**src/rtl/pool_bank_pkg.sv**
```systemverilog
// Shared accelerator definitions: pooling mode encodings and a constant clog2 helper.
package pool_bank_pkg;

  localparam int MODE_MAX = 0;
  localparam int MODE_AVG = 1;

  function automatic int clog2(input int value);
    int r;
    r = 0;
    for (int v = value - 1; v > 0; v = v >> 1) r++;
    return r;
  endfunction

endpackage

```
**src/rtl/pool_bank_if.sv**
```systemverilog
// Sample-in / pooled-vector-out handshake bundle for pool_bank.
interface pool_bank_if
  import pool_bank_pkg::*;
#(
  parameter int N_CH   = 16,
  parameter int DATA_W = 16
);
  localparam int CH_W = clog2(N_CH);

  logic                     in_valid;
  logic                     in_ready;
  logic [CH_W-1:0]          in_ch;
  logic signed [DATA_W-1:0] in_pix;
  logic                     out_valid;
  logic                     out_ready;
  logic [N_CH*DATA_W-1:0]   out_data;
  logic                     err_seq;

  modport master (
    output in_valid, in_ch, in_pix, out_ready,
    input  in_ready, out_valid, out_data, err_seq
  );

  modport slave (
    input  in_valid, in_ch, in_pix, out_ready,
    output in_ready, out_valid, out_data, err_seq
  );

endinterface

```
**src/rtl/pool_lane.sv**
```systemverilog
// One channel of the pooling bank: optional ReLU, then max or running-sum accumulation.
module pool_lane
  import pool_bank_pkg::*;
#(
  parameter int DATA_W  = 16,
  parameter int POOL_K  = 2,
  parameter int MODE    = 0,
  parameter int RELU_EN = 1
) (
  input  logic                     clk,
  input  logic                     rst,
  input  logic                     sample_en,
  input  logic                     first,
  input  logic signed [DATA_W-1:0] pix,
  output logic [DATA_W-1:0]        result
);
  localparam int SHIFT = 2 * clog2(POOL_K);
  localparam int ACC_W = DATA_W + SHIFT;

  logic signed [DATA_W-1:0] sample;
  logic signed [ACC_W-1:0]  sample_ext;
  logic signed [ACC_W-1:0]  acc;
  logic signed [ACC_W-1:0]  acc_next;

  // result is taken from acc_next so the final sample of a window lands in the captured vector
  always_comb begin
    sample     = (RELU_EN != 0 && pix[DATA_W-1]) ? '0 : pix;
    sample_ext = {{SHIFT{sample[DATA_W-1]}}, sample};
    acc_next   = acc;
    if (sample_en) begin
      if (first) begin
        acc_next = sample_ext;
      end else if (MODE == MODE_AVG) begin
        acc_next = acc + sample_ext;
      end else if (sample_ext > acc) begin
        acc_next = sample_ext;
      end
    end
    if (MODE == MODE_AVG) begin
      result = DATA_W'(acc_next >>> SHIFT);
    end else begin
      result = DATA_W'(acc_next);
    end
  end

  always_ff @(posedge clk or posedge rst) begin
    if (rst) begin
      acc <= '0;
    end else if (sample_en) begin
      acc <= acc_next;
    end
  end

endmodule

```
**src/rtl/pool_bank.sv**
```systemverilog
// Channel-interleaved pooling bank: samples arrive sub-sample-major and one pooled vector
// of N_CH results is emitted per window.
module pool_bank
  import pool_bank_pkg::*;
#(
  parameter int N_CH    = 16,
  parameter int DATA_W  = 16,
  parameter int POOL_K  = 2,
  parameter int MODE    = 0,
  parameter int RELU_EN = 1
) (
  input  logic       clk,
  input  logic       rst,
  pool_bank_if.slave bus
);
  localparam int CH_W = clog2(N_CH);
  localparam int SS_N = POOL_K * POOL_K;
  localparam int SS_W = clog2(SS_N);

  if (MODE == MODE_AVG && POOL_K == 3) begin : g_illegal_avg_k3
    $error("pool_bank: average pooling needs a power-of-two POOL_K (2 or 4)");
  end

  logic [CH_W-1:0]        ch_cnt;
  logic [SS_W-1:0]        ss_cnt;
  logic                   last_ch;
  logic                   last_ss;
  logic                   last_slot;
  logic                   accept;
  logic                   out_valid_q;
  logic                   err_q;
  logic [N_CH*DATA_W-1:0] out_data_q;
  logic [N_CH*DATA_W-1:0] results;

  assign last_ch   = (ch_cnt == CH_W'(N_CH - 1));
  assign last_ss   = (ss_cnt == SS_W'(SS_N - 1));
  assign last_slot = last_ch && last_ss;

  // Only the window-closing sample needs the output register, so only it waits on a stall
  assign bus.in_ready  = !(last_slot && out_valid_q && !bus.out_ready);
  assign accept        = bus.in_valid && bus.in_ready;
  assign bus.out_valid = out_valid_q;
  assign bus.out_data  = out_data_q;
  assign bus.err_seq   = err_q;

  for (genvar c = 0; c < N_CH; c++) begin : g_lane
    pool_lane #(
      .DATA_W (DATA_W),
      .POOL_K (POOL_K),
      .MODE   (MODE),
      .RELU_EN(RELU_EN)
    ) u_lane (
      .clk      (clk),
      .rst      (rst),
      .sample_en(accept && (ch_cnt == CH_W'(c))),
      .first    (ss_cnt == '0),
      .pix      (bus.in_pix),
      .result   (results[c*DATA_W +: DATA_W])
    );
  end

  // Slot counters follow accepted samples; in_ch is only checked, never used for steering
  always_ff @(posedge clk or posedge rst) begin
    if (rst) begin
      ch_cnt      <= '0;
      ss_cnt      <= '0;
      err_q       <= 1'b0;
      out_valid_q <= 1'b0;
      out_data_q  <= '0;
    end else begin
      if (accept) begin
        if (last_ch) begin
          ch_cnt <= '0;
          ss_cnt <= last_ss ? '0 : ss_cnt + SS_W'(1);
        end else begin
          ch_cnt <= ch_cnt + CH_W'(1);
        end
        if (bus.in_ch != ch_cnt) err_q <= 1'b1;
      end
      if (accept && last_slot) begin
        out_data_q  <= results;
        out_valid_q <= 1'b1;
      end else if (bus.out_ready) begin
        out_valid_q <= 1'b0;
      end
    end
  end

endmodule

```
**src/flat_wrapper.sv**
```systemverilog
// flat-port wrapper written by rule: the top's interface ports become plain ports
module pool_bank_flat import pool_bank_pkg::*;
#(
  parameter int N_CH    = 16,
  parameter int DATA_W  = 16,
  parameter int POOL_K  = 2,
  parameter int MODE    = 0,
  parameter int RELU_EN = 1
)
  (clk, rst, bus_in_valid, bus_in_ch, bus_in_pix, bus_out_ready, bus_in_ready, bus_out_valid, bus_out_data, bus_err_seq);
  pool_bank_if #(.N_CH(N_CH), .DATA_W(DATA_W)) bus_i ();
  input  logic clk;
  input  logic rst;
  input wire logic [$bits(bus_i.in_valid)-1:0] bus_in_valid;
  input wire logic [$bits(bus_i.in_ch)-1:0] bus_in_ch;
  input wire logic [$bits(bus_i.in_pix)-1:0] bus_in_pix;
  input wire logic [$bits(bus_i.out_ready)-1:0] bus_out_ready;
  output wire logic [$bits(bus_i.in_ready)-1:0] bus_in_ready;
  output wire logic [$bits(bus_i.out_valid)-1:0] bus_out_valid;
  output wire logic [$bits(bus_i.out_data)-1:0] bus_out_data;
  output wire logic [$bits(bus_i.err_seq)-1:0] bus_err_seq;
  assign bus_i.in_valid = bus_in_valid;
  assign bus_i.in_ch = bus_in_ch;
  assign bus_i.in_pix = bus_in_pix;
  assign bus_i.out_ready = bus_out_ready;
  assign bus_in_ready = bus_i.in_ready;
  assign bus_out_valid = bus_i.out_valid;
  assign bus_out_data = bus_i.out_data;
  assign bus_err_seq = bus_i.err_seq;
  pool_bank #(.N_CH(N_CH), .DATA_W(DATA_W), .POOL_K(POOL_K), .MODE(MODE), .RELU_EN(RELU_EN)) u_core (.clk(clk), .rst(rst), .bus(bus_i));
endmodule
```
**config.mk**
```make
export PLATFORM = sky130hd
export DESIGN_NAME = pool_bank_flat
export DESIGN_NICKNAME = d
export VERILOG_FILES = /design/src/rtl/pool_bank_pkg.sv /design/src/rtl/pool_bank_if.sv /design/src/rtl/pool_lane.sv /design/src/rtl/pool_bank.sv /design/src/flat_wrapper.sv
export SDC_FILE = /design/constraint.sdc
export NUM_CORES = 1
export LEC_CHECK = 0
export BUFFER_PORTS_ARGS = -buffer_cell sky130_fd_sc_hd__clkbuf_2
export CORE_ASPECT_RATIO = 0.6
export CORE_MARGIN = 8
export CORE_UTILIZATION = 64
export DETAILED_ROUTE_END_ITERATION = 7
export PLACE_DENSITY_LB_ADDON = 0.05
export SYNTH_ARGS = -nofsm -noshare
export SYNTH_HDL_FRONTEND = slang
export SYNTH_SLANG_ARGS = --single-unit
```
**constraint.sdc**
```tcl
create_clock -name clk -period 25 [get_ports clk]
set_input_delay 1.25 -clock clk [delete_from_list [all_inputs] [get_ports clk]]
set_output_delay 1.25 -clock clk [all_outputs]
set_load 0.005 [all_outputs]
```
==> key figures <==
Run status
  • Outcome: finished clean

Critical path
  • Worst path max stage delay: 0.82 ns
  • Crit path max-delay family: simple AND/OR/NAND/NOR gates
  • CP startpoint kind: input port
  • Crit path max fanout: 46
  • Most frequent CP cell: buf_4
  • Crit path max-delay cell type: or2_0
  • Crit path DAT: 5.56 ns
  • Critical path type: input port to flop
  • Critical Path RT: roughly 25 ns
  • Crit. End Element: flop
  • Worst-path cell chain: clkbuf_2 > buf_4 > nor2b_4 > buf_4 > ha_1 > nand2_1 > or4b_2 > inv_1 > a21oi_1 > a31oi_2 > or2_0 > a211oi_1
  • Critical path buffers and inverters: 4

Yosys
  • Top FF cell, synth: dfrtp_1
  • #FFs+latches synth: 520
  • Distinct cell type count after synthesis: 78
  • Number of synthesized flops with an enable pin: 0
  • Mean post-synth cell area: around 10 um^2
  • Ys Warns: 0
  • Net count after synthesis: around 2,800
  • Mapped Area: 26,500 um^2
  • Seq/Total Area, Yosys: 0.492
  • Asr flop ratio synth: 1.00
  • Synthesized instance count: 2,551

Clock network
  • Hold-fix buffers, CTS: 0
  • CTS tree: yes
  • Reg clk slew, reported paths: 0.07 ns
  • Post-CTS Setup Inserts: 0
  • Clk Tree Root Cell: clkbuf_16
  • TritonCTS buffer count: between 40 and 50
  • # H-tree levels: 2
  • Worst skew pair latency: 0.57 ns
  • Sinks on Clock Net: 520
  • CTS Buffer Depth: 3
  • Post-CTS sizing: 0

STA
  • Maximum clock frequency: approximately 0.19 GHz
  • Relative slew slack: 0.137
  • Sum Neg Setup Slack: 0 ns
  • Fin. Hold Viols: 0
  • Fin crit share: 0.207
  • Final count of pins violating max slew: 0
  • Final Setup Violations: 0
  • Tmin final: 5.18 ns
  • Worst Skew: 0.0111 ns
  • RSZ-0062 raised after global routing: no
  • Worst-margin pin slew: 1.29 ns

Place
  • GPL Wtd Cong: around 0.90
  • HPWL after DPL: 50,100 um
  • DP Area: 28,300 um^2
  • Port bufs: 282

Global route
  • First-pass GRT wire length: 121,000 um
  • Largest net degree at the start of global routing: 180
  • Initial antenna violation count: 0
  • Gr ovfl total: 0
  • Vias in the first global route: 20,900
  • Total GRT Usage: 0.312

Cells and area
  • Commonest non-fill, non-tap cell in the layout: dfrtp_1
  • Most frequent cells in the layout: dfrtp_1, nand2_1, clkbuf_2
  • Filler cells: 2,938
  • Layout Area Growth over Synthesis: 13.0%
  • Layout Nets: 2,990
  • Antenna diodes: 0
  • Layout cells sized above 1: 0.249
  • Design Area, Final: approximately 30,000 um^2
  • Fin util: 0.736

Power
  • Design Power: 2970 uW
  • Power per cell area: 99.2 nW/um^2
  • Leak: around 0.015 uW
  • Maximum VDD drop: 0.0000529 V

Floorplanning
  • Die width: approximately 280 um
  • Core area: 40,700 um^2
  • Die Span Y: 174 um
  • Die ar.: slightly below 50,000 um^2
  • Starting Density: 0.651
  • Io pins: around 280
  • Placement Rows: 57

Routing
  • Avg Vias per Cell: 6.19
  • 1st-pass router iterations: 5
  • Antenna Violating Nets Remaining: 0
  • 1st-iter DRT viols: 2,205
  • Via Count: 20,600
  • Final wirelength: 76,600 um
  • DRC errors left: 0
  • WL/cell: 23.0 um

Worst hold path
  • Hold Crit Class: flop to flop

Flow run
  • Max Cap Viol: 0
-- stage by stage --
| step | hold slack [ns] | cells | setup WS [ns] |
|---|---|---|---|
| floorplan | 0.458 | 2551 | 9.22 |
| global route | 0.493 | 3335 | 19.74 |
| detailed placement | 0.463 | 3250 | 19.45 |
| CTS | 0.480 | 3335 | 20.02 |
| finish | 0.476 | 3335 | 19.82 |
| global placement | 0.461 | 3250 | 19.54 |
-- kinds of logic (layout without fill, tap and decap cells) --
logic type	count (synthesis)	after routing	share of synthesized area
buffers and inverters	345	598	0.0529
AO/OA/AOI/OAI	495	495	0.114
multiplexers	261	261	0.113
AND/OR/NAND/NOR	706	706	0.126
flip-flops	520	520	0.492
XOR/XNOR	22	22	0.00728
adder cells (fa/ha/maj)	202	202	0.0951
-- state kept, by name (all words and copies together) (netlist names) --
name	count
u_core.ss_cnt	2
u_core.bus.err_seq	1
u_core.g_lane.u_lane.acc	256
u_core.bus.out_data	256
u_core.ch_cnt	4
u_core.bus.out_valid	1
-- worst register-to-register path, cell delays in order, from the launching register on --
cell and delay (ns):
dfrtp_1 0.49, ha_1 0.47, nand2_1 0.16, nor2_1 0.09, nand3_4 0.53, buf_4 0.80
buf_4 1.02, nor3_1 0.19, a211oi_1 0.36
-- cell usage after synthesis, types with 5 or more instances --
cell / count / area share
nand3_1: 15 / 0.0028
mux2_2: 230 / 0.098
buf_4: 9 / 0.0026
a21o_1: 10 / 0.0028
nand4_1: 39 / 0.0092
nor3_1: 96 / 0.018
dfrtp_1: 520 / 0.49
o211ai_1: 6 / 0.0017
inv_1: 199 / 0.028
and2_1: 8 / 0.0019
mux2_1: 5 / 0.0021
or4b_2: 9 / 0.0034
buf_2: 20 / 0.0038
xnor2_1: 12 / 0.0040
ha_1: 198 / 0.094
o22ai_1: 53 / 0.013
a211oi_1: 52 / 0.015
a31oi_1: 8 / 0.0019
mux2i_1: 8 / 0.0030
o31ai_1: 6 / 0.0017
clkbuf_1: 102 / 0.014
o21ai_0: 190 / 0.036
nand2_1: 370 / 0.052
nand2b_1: 13 / 0.0031
nor2_1: 59 / 0.0084
xor2_1: 10 / 0.0033
nor4_1: 14 / 0.0033
a21oi_1: 115 / 0.022
o21a_1: 10 / 0.0028
buf_1: 6 / 0.00085
mux2_4: 18 / 0.010
nor2b_1: 49 / 0.012
-- power breakdown --
group          switching, uW  total (uW)  leakage [uW]  internal, uW
Sequential               179        1230       0.00708          1050
Clock                    333         783      0.000799           450
Combinational            538         955       0.00689           417
-- worst paths after layout --
path,slack (ns),startpoint,cells after the start,to
setup / recovery,19.82,bus_in_pix[15],12,u_core.bus.out_data[228]$_DFFE_PP0P_
hold / removal,0.48,u_core.bus.err_seq$_DFFE_PP0P_,1,u_core.bus.err_seq$_DFFE_PP0P_
setup reg to reg,20.77,u_core.ch_cnt[0]$_DFFE_PP0P_,8,u_core.bus.out_data[228]$_DFFE_PP0P_
hold reg to reg,0.48,u_core.bus.err_seq$_DFFE_PP0P_,1,u_core.bus.err_seq$_DFFE_PP0P_
max in group asynchronous,21.63,rst,4,u_core.bus.out_data[104]$_DFFE_PP0P_
min in group asynchronous,0.85,rst,2,u_core.bus.out_data[191]$_DFFE_PP0P_
-- area by class of cell --
| class | count | area (um^2) | area share |
|---|---|---|---|
| sequential | 520 | 13000 | 0.435 |
| multi-input combinational | 1686 | 12200 | 0.407 |
| timing repair buffer | 310 | 1630 | 0.0546 |
| clock buffer | 64 | 1380 | 0.0462 |
| inverter | 203 | 769 | 0.0257 |
| tap | 531 | 664 | 0.0222 |
| clock inverter | 21 | 277 | 0.00924 |
-- metal layers --
metal,share of wire,vias to the layer above,global-route usage,wire length (um)
met5,0,-,0,0
li1,-,9328,-,-
met4,0.035,0,0.0986,2650
met3,0.087,203,0.0636,6710
met1,0.42,10200,0.432,32300
met2,0.46,918,0.494,34900
Note: power is estimated with default switching activity, not from simulation.
